## config.mk

```make
export PLATFORM = sky130hd
export DESIGN_NAME = hba_arbiter_flat
export DESIGN_NICKNAME = d
export VERILOG_FILES = /design/src/rtl/hba_arbiter_if.sv /design/src/rtl/hba_arbiter.sv /design/src/flat_wrapper.sv
export SDC_FILE = /design/constraint.sdc
export NUM_CORES = 1
export LEC_CHECK = 0
export BUFFER_PORTS_ARGS = -buffer_cell sky130_fd_sc_hd__clkbuf_2
export CAP_MARGIN = 20
export CORE_UTILIZATION = 24
export DETAILED_ROUTE_END_ITERATION = 16
export PLACE_DENSITY = 0.82
export SETUP_SLACK_MARGIN = 0.5
export SYNTH_ARGS = -nofsm -noshare
export SYNTH_HDL_FRONTEND = slang
export SYNTH_SLANG_ARGS = --single-unit
```

## constraint.sdc

```tcl
create_clock -name hba_clk -period 0.99 [get_ports hba_clk]
set_input_delay 0.1485 -clock hba_clk [delete_from_list [all_inputs] [get_ports hba_clk]]
set_output_delay 0.1485 -clock hba_clk [all_outputs]
set_load 0.02 [all_outputs]
```

## src/rtl/hba_arbiter_if.sv

```systemverilog
// hba_arbiter_if
//   Bundles the per-master request and transfer fields with the shared HBA
//   slave bus that the arbiter drives.
//   Packed master fields: master i lives at [i*WIDTH +: WIDTH].
//   Signals:
//     master_request [NUM_MASTERS]           per-master bus request
//     master_abus    [NUM_MASTERS*ADDR_WIDTH] per-master address
//     master_rnw     [NUM_MASTERS]           per-master 1=read, 0=write
//     master_select  [NUM_MASTERS]           per-master transfer in progress
//     master_dbus    [NUM_MASTERS*DBUS_WIDTH] per-master write data
//     hba_mgrant     [NUM_MASTERS]           one-hot registered grant
//     hba_abus/hba_rnw/hba_select/hba_dbus   granted master's fields, 0 when idle
//   Modports:
//     master : the bus-master side (drives requests, observes grant and bus)
//     slave  : the arbiter side (consumes requests, drives grant and bus)
interface hba_arbiter_if #(
  parameter int NUM_MASTERS = 2,
  parameter int DBUS_WIDTH  = 8,
  parameter int ADDR_WIDTH  = 12
);
  logic [NUM_MASTERS-1:0]            master_request;
  logic [NUM_MASTERS*ADDR_WIDTH-1:0] master_abus;
  logic [NUM_MASTERS-1:0]            master_rnw;
  logic [NUM_MASTERS-1:0]            master_select;
  logic [NUM_MASTERS*DBUS_WIDTH-1:0] master_dbus;

  logic [NUM_MASTERS-1:0]            hba_mgrant;
  logic [ADDR_WIDTH-1:0]             hba_abus;
  logic                              hba_rnw;
  logic                              hba_select;
  logic [DBUS_WIDTH-1:0]             hba_dbus;

  modport master (
    output master_request, master_abus, master_rnw, master_select, master_dbus,
    input  hba_mgrant, hba_abus, hba_rnw, hba_select, hba_dbus
  );

  modport slave (
    input  master_request, master_abus, master_rnw, master_select, master_dbus,
    output hba_mgrant, hba_abus, hba_rnw, hba_select, hba_dbus
  );
endinterface

```

## src/rtl/hba_arbiter.sv

```systemverilog
// hba_arbiter
//   Round-robin arbiter between NUM_MASTERS HBA bus masters and the shared
//   HBA slave bus. Grants one master at a time, holds the grant while the
//   owner still requests or has a transfer in flight, and always inserts one
//   idle HANDOVER cycle after a release. The granted master's address, rnw,
//   select and write data are AND-OR muxed onto the bus by the registered grant.
//   Ports:
//     hba_clk    in  bus clock, all state on the rising edge
//     hba_reset  in  asynchronous active-low reset
//     bus        hba_arbiter_if.slave: master fields in, grant and bus out
module hba_arbiter #(
  parameter int NUM_MASTERS       = 2,
  parameter int DBUS_WIDTH        = 8,
  parameter int PERIPH_ADDR_WIDTH = 4,
  parameter int REG_ADDR_WIDTH    = 8,
  parameter int ADDR_WIDTH        = PERIPH_ADDR_WIDTH + REG_ADDR_WIDTH
) (
  input  logic          hba_clk,
  input  logic          hba_reset,
  hba_arbiter_if.slave  bus
);

  localparam int OW = (NUM_MASTERS > 1) ? $clog2(NUM_MASTERS) : 1;

  typedef enum logic [1:0] {
    IDLE     = 2'd0,
    GRANT    = 2'd1,
    HANDOVER = 2'd2
  } state_t;

  state_t                 state_reg, state_next;
  logic [OW-1:0]          last_owner_reg, last_owner_next;
  logic [NUM_MASTERS-1:0] grant_reg, grant_next;

  logic [OW-1:0]          winner;
  logic [OW-1:0]          scan_idx;
  logic                   any_request;
  logic                   owner_busy;

  // State register. last_owner resets to the top index so master 0 is the
  // first one the rotating scan reaches.
  always_ff @(posedge hba_clk or negedge hba_reset) begin
    if (!hba_reset) begin
      state_reg      <= IDLE;
      last_owner_reg <= OW'(NUM_MASTERS - 1);
      grant_reg      <= '0;
    end else begin
      state_reg      <= state_next;
      last_owner_reg <= last_owner_next;
      grant_reg      <= grant_next;
    end
  end

  // Rotating priority scan starting just after the previous owner; the
  // previous owner itself is checked last, so it cannot win back-to-back
  // while anybody else is requesting.
  always_comb begin
    winner      = last_owner_reg;
    any_request = 1'b0;
    scan_idx    = '0;
    for (int k = 1; k <= NUM_MASTERS; k++) begin
      scan_idx = OW'((int'(last_owner_reg) + k) % NUM_MASTERS);
      if (!any_request && bus.master_request[scan_idx]) begin
        any_request = 1'b1;
        winner      = scan_idx;
      end
    end
  end

  // The owner keeps the bus while it still asks for it or a transfer is open.
  assign owner_busy = bus.master_request[last_owner_reg] | bus.master_select[last_owner_reg];

  // Next-state logic.
  always_comb begin
    state_next      = state_reg;
    last_owner_next = last_owner_reg;
    grant_next      = grant_reg;
    case (state_reg)
      IDLE, HANDOVER: begin
        grant_next = '0;
        if (any_request) begin
          state_next         = GRANT;
          grant_next[winner] = 1'b1;
          last_owner_next    = winner;
        end else begin
          state_next = IDLE;
        end
      end
      GRANT: begin
        if (!owner_busy) begin
          state_next = HANDOVER;
          grant_next = '0;
        end
      end
      default: begin
        state_next = IDLE;
        grant_next = '0;
      end
    endcase
  end

  // Output logic: per-master fields masked by the registered grant, then
  // OR-ed together. Since the grant is one-hot or zero, this is a mux that
  // yields all-zero outputs when nobody owns the bus.
  logic [ADDR_WIDTH-1:0] abus_masked [NUM_MASTERS];
  logic [DBUS_WIDTH-1:0] dbus_masked [NUM_MASTERS];
  logic [NUM_MASTERS-1:0] rnw_masked;
  logic [NUM_MASTERS-1:0] select_masked;

  for (genvar gi = 0; gi < NUM_MASTERS; gi++) begin : g_mask
    assign abus_masked[gi]   = {ADDR_WIDTH{grant_reg[gi]}} & bus.master_abus[gi*ADDR_WIDTH +: ADDR_WIDTH];
    assign dbus_masked[gi]   = {DBUS_WIDTH{grant_reg[gi]}} & bus.master_dbus[gi*DBUS_WIDTH +: DBUS_WIDTH];
    assign rnw_masked[gi]    = grant_reg[gi] & bus.master_rnw[gi];
    assign select_masked[gi] = grant_reg[gi] & bus.master_select[gi];
  end

  always_comb begin
    bus.hba_abus = '0;
    bus.hba_dbus = '0;
    for (int i = 0; i < NUM_MASTERS; i++) begin
      bus.hba_abus = bus.hba_abus | abus_masked[i];
      bus.hba_dbus = bus.hba_dbus | dbus_masked[i];
    end
  end

  assign bus.hba_rnw    = |rnw_masked;
  assign bus.hba_select = |select_masked;
  assign bus.hba_mgrant = grant_reg;

endmodule

```

## src/flat_wrapper.sv

```systemverilog
// flat-port wrapper written by rule: the top's interface ports become plain ports
module hba_arbiter_flat 
#(
  parameter int NUM_MASTERS       = 2,
  parameter int DBUS_WIDTH        = 8,
  parameter int PERIPH_ADDR_WIDTH = 4,
  parameter int REG_ADDR_WIDTH    = 8,
  parameter int ADDR_WIDTH        = PERIPH_ADDR_WIDTH + REG_ADDR_WIDTH
)
  (hba_clk, hba_reset, bus_master_request, bus_master_abus, bus_master_rnw, bus_master_select, bus_master_dbus, bus_hba_mgrant, bus_hba_abus, bus_hba_rnw, bus_hba_select, bus_hba_dbus);
  hba_arbiter_if #(.NUM_MASTERS(NUM_MASTERS), .DBUS_WIDTH(DBUS_WIDTH), .ADDR_WIDTH(ADDR_WIDTH)) bus_i ();
  input  logic hba_clk;
  input  logic hba_reset;
  input wire logic [$bits(bus_i.master_request)-1:0] bus_master_request;
  input wire logic [$bits(bus_i.master_abus)-1:0] bus_master_abus;
  input wire logic [$bits(bus_i.master_rnw)-1:0] bus_master_rnw;
  input wire logic [$bits(bus_i.master_select)-1:0] bus_master_select;
  input wire logic [$bits(bus_i.master_dbus)-1:0] bus_master_dbus;
  output wire logic [$bits(bus_i.hba_mgrant)-1:0] bus_hba_mgrant;
  output wire logic [$bits(bus_i.hba_abus)-1:0] bus_hba_abus;
  output wire logic [$bits(bus_i.hba_rnw)-1:0] bus_hba_rnw;
  output wire logic [$bits(bus_i.hba_select)-1:0] bus_hba_select;
  output wire logic [$bits(bus_i.hba_dbus)-1:0] bus_hba_dbus;
  assign bus_i.master_request = bus_master_request;
  assign bus_i.master_abus = bus_master_abus;
  assign bus_i.master_rnw = bus_master_rnw;
  assign bus_i.master_select = bus_master_select;
  assign bus_i.master_dbus = bus_master_dbus;
  assign bus_hba_mgrant = bus_i.hba_mgrant;
  assign bus_hba_abus = bus_i.hba_abus;
  assign bus_hba_rnw = bus_i.hba_rnw;
  assign bus_hba_select = bus_i.hba_select;
  assign bus_hba_dbus = bus_i.hba_dbus;
  hba_arbiter #(.NUM_MASTERS(NUM_MASTERS), .DBUS_WIDTH(DBUS_WIDTH), .PERIPH_ADDR_WIDTH(PERIPH_ADDR_WIDTH), .REG_ADDR_WIDTH(REG_ADDR_WIDTH), .ADDR_WIDTH(ADDR_WIDTH)) u_core (.hba_clk(hba_clk), .hba_reset(hba_reset), .bus(bus_i));
endmodule
```

==> metrics.cfg <==
[clock_network]
cts_root_buf=clkbuf_4
path_clk_slew_ns=0.04
clock_sinks=5
cts_tree=done
cts_buffers=3
ctsLongestPathBuffers=2
h-tree-depth=1
worstSkewPairLatency_ns=0.25

[worst_setup_path]
startpoint_type=flip-flop
crit_chain=buf_12, a22o_4, clkbuf_2
cp-end-kind=output port
crit_required_ns=0.84
reg2reg_slack_ns=-0.10
r2r-start=u_core.last_owner_reg$_DFFE_PN1P_
cp.depth=3
slowest_stage=dfrtp_4
cp.arrival_ns=1.29
cp_max_fo=12
path_class=reg2out
reg2reg_to=u_core.bus.hba_mgrant[0]$_DFFE_PN0P_
path_buf_inv=2
critical-path-top-delay-family=flip-flops
r2r_cells=3
critPathMaxStageDelay_ns=0.51

[finish]
layout.cells.non_filler=145
n_antenna_cell=0
synthToLayoutAreaGrowth_pct=166
drive_above_1_share_pct=79.1
fin_util_pct=72.0
nets=178

[timing]
finalHoldViolCount=0
max_clock_freq_mhz=697
min_period_ns=1.43
slew_headroom_pct=83.1
setup_viol_count_final=27
fin_skew_ns=0.00169
tightest_slew_ns=0.253
rsz0062_at_grt=yes
drv_slew=0
period_share_pct=145
setup_ws_ns=-0.445

[pwr]
irDropWorstVdd_mv=2.08
cellPowerDensity_mw_per_mm2=3360
combinationalPowerShare_pct=80.8
swShare_pct=44.0
power_frac_seq_pct=12.8
p_int_mw=2.13
p_leak_nw=0.647
clkPwrFrac_pct=6.4
switchingPower_mw=1.68

[grt]
grt_pass1_vias=736
grt_use_met3_pct=7.76
grt_max_degree=13
grt.overflow.total=0
use_met1_pct=19.1
grt.busiest_layer=met2
grt_pass1_wl_um=2990
met2_usage_pct=40.6
antenna_found_initial=0
gr-usage-all-layers_pct=20.9

[logic_synthesis]
syn-num-nets=96
synth_ff_type=dfrtp_1
ys_seq_elements=5
yosys.area.top_type=a22o_1
async_reset_ff_share_pct=100
netlist.area_leader.share_pct=45.2
ys_types=17
yosys_warnings=0
syn_avg_cell_area_um2=8.89
synth_area_leaders=a22o_1, dfrtp_1, dfstp_2
synth_area_um2=427
synth-edff-count=0
synth_commonest_cells=a22o_1, dfrtp_1, nand2_1
synth-seq-area-share_pct=29.6
synth_most_common_cell=a22o_1
syn_inst=48

[job]
max-cap-violations=0

[detailed_routing]
routed_wl_um=2110
first_pass_iters=12
dr_total_vias=735
route.detailed.drc=7
antenna_left=0
drt_iter0_drc=15
wl_per_cell_um=14.6
drt-vias-per-instance=5.07

[floorplanning]
fp.dieW_um=44.2
start_util_pct=27.1
ioPinCount=72
rows=14
core_mm2=0.00158
fp.dieH_um=44.2
dieArea_mm2=0.00195

[place]
dp.cells=134
io_buffers=71
place_congestion=0.822
hpwl_um=1390

[worst_hold_path]
hold-path-endpoint=u_core.state_reg[0]$_DFFE_PN0P_
min_from=bus_master_request[1]
min_path_type=in2reg
whs_path_depth=3

[status]
failed_checks=design-rule violations, negative setup slack
outcome=complete, but fails checks

per-stage QoR:
step	setup TNS, ns	hold WS (ns)	power, mW	cell area (um2)	worst slack (ns)
after floorplan	-1.60	-0.147	2.18	553	-0.0765
after global placement	-4.64	-0.0272	2.73	911	-0.204
after detailed placement	-5.00	-0.0241	2.77	911	-0.230
after CTS	-10.19	0.207	3.47	1050	-0.444
after global routing	-11.23	0.247	4.03	1130	-0.475
final	-10.20	0.240	3.81	1130	-0.445
cells in the final DEF, fill, tap and decap left out:
| master | count |
|---|---|
| dlygate4sd3_1 | 1 |
| clkbuf_2 | 53 |
| nor3_2 | 1 |
| dfrtp_1 | 2 |
| dfrtp_4 | 2 |
| nor2b_1 | 1 |
| a211o_1 | 1 |
| o21ai_1 | 1 |
| clkbuf_16 | 1 |
| nand2_4 | 1 |
| buf_4 | 2 |
| o22ai_1 | 1 |
| o22a_1 | 1 |
| buf_12 | 2 |
| nor3b_2 | 1 |
| nand2_1 | 3 |
| nor2_1 | 1 |
| clkbuf_1 | 1 |
| inv_1 | 1 |
| a22o_4 | 11 |
| dfstp_2 | 1 |
| nor3_1 | 1 |
| buf_2 | 10 |
| buf_8 | 2 |
| a21oi_2 | 2 |
| clkbuf_8 | 1 |
| o21ai_0 | 1 |
| clkbuf_4 | 3 |
| buf_6 | 9 |
| a22o_1 | 11 |
per-layer routing:
layer  share of wire, %  wire (um)
met5                  0          0
met1                 35        745
met3                9.2        195
met2                 53       1110
met4                2.7         58
area by class of cell:
type,instances,area (um2)
timing repair buffer,81,551
fill,117,442
multi-input combinational,38,400
sequential,5,134
clock buffer,4,26.3
tap,16,20.0
inverter,1,3.75
cell families (layout without fill, tap and decap cells):
| family | count (synthesis) | after routing | synth area share (%) |
|---|---|---|---|
| compound gates | 29 | 29 | 55.4 |
| flops | 5 | 5 | 29.6 |
| simple gates | 9 | 9 | 9.97 |
| buf+inv | 5 | 86 | 4.99 |
what timing repair did:
action / 4_1_cts / 5_1_grt
pin swaps: 1 / 1
buffers inserted: 5 / 0
hold buffers: 1 / 0
endpoints found under the setup margin: 29 / 29
hold endpoints to repair: 5 / 0
resized for setup: 10 / 34
cloned: 0 / 1
power groups by stage:
stage          clock [mW]  sequential (mW)  combinational, mW
6_report            0.243            0.488               3.08
5_1_grt             0.266            0.506               3.25
4_1_cts             0.253            0.450               2.77
3_5_place_dp            0            0.715               2.05
3_3_place_gp            0            0.699               2.03
2_1_floorplan           0            0.486               1.70
tightest hold or removal path, delay by kind of cell:
family | cells | cell delay (ns)
buf+inv | 1 | 0.12
compound gates | 1 | 0.10
simple gates | 1 | 0.07
how the worst max path moves through the flow:
| stage | startpoint | end | slack, ns |
|---|---|---|---|
| floorplan | u_core.bus.hba_mgrant[0]$_DFFE_PN0P_ | bus_hba_abus[11] | -0.08 |
| global route | u_core.bus.hba_mgrant[1]$_DFFE_PN0P_ | bus_hba_dbus[0] | -0.48 |
| finish | u_core.bus.hba_mgrant[1]$_DFFE_PN0P_ | bus_hba_dbus[4] | -0.44 |
| detailed placement | u_core.bus.hba_mgrant[1]$_DFFE_PN0P_ | bus_hba_select | -0.23 |
| CTS | u_core.bus.hba_mgrant[0]$_DFFE_PN0P_ | bus_hba_dbus[3] | -0.44 |
| global placement | u_core.bus.hba_mgrant[1]$_DFFE_PN0P_ | bus_hba_select | -0.20 |
Power figures use the tool's default switching activity.
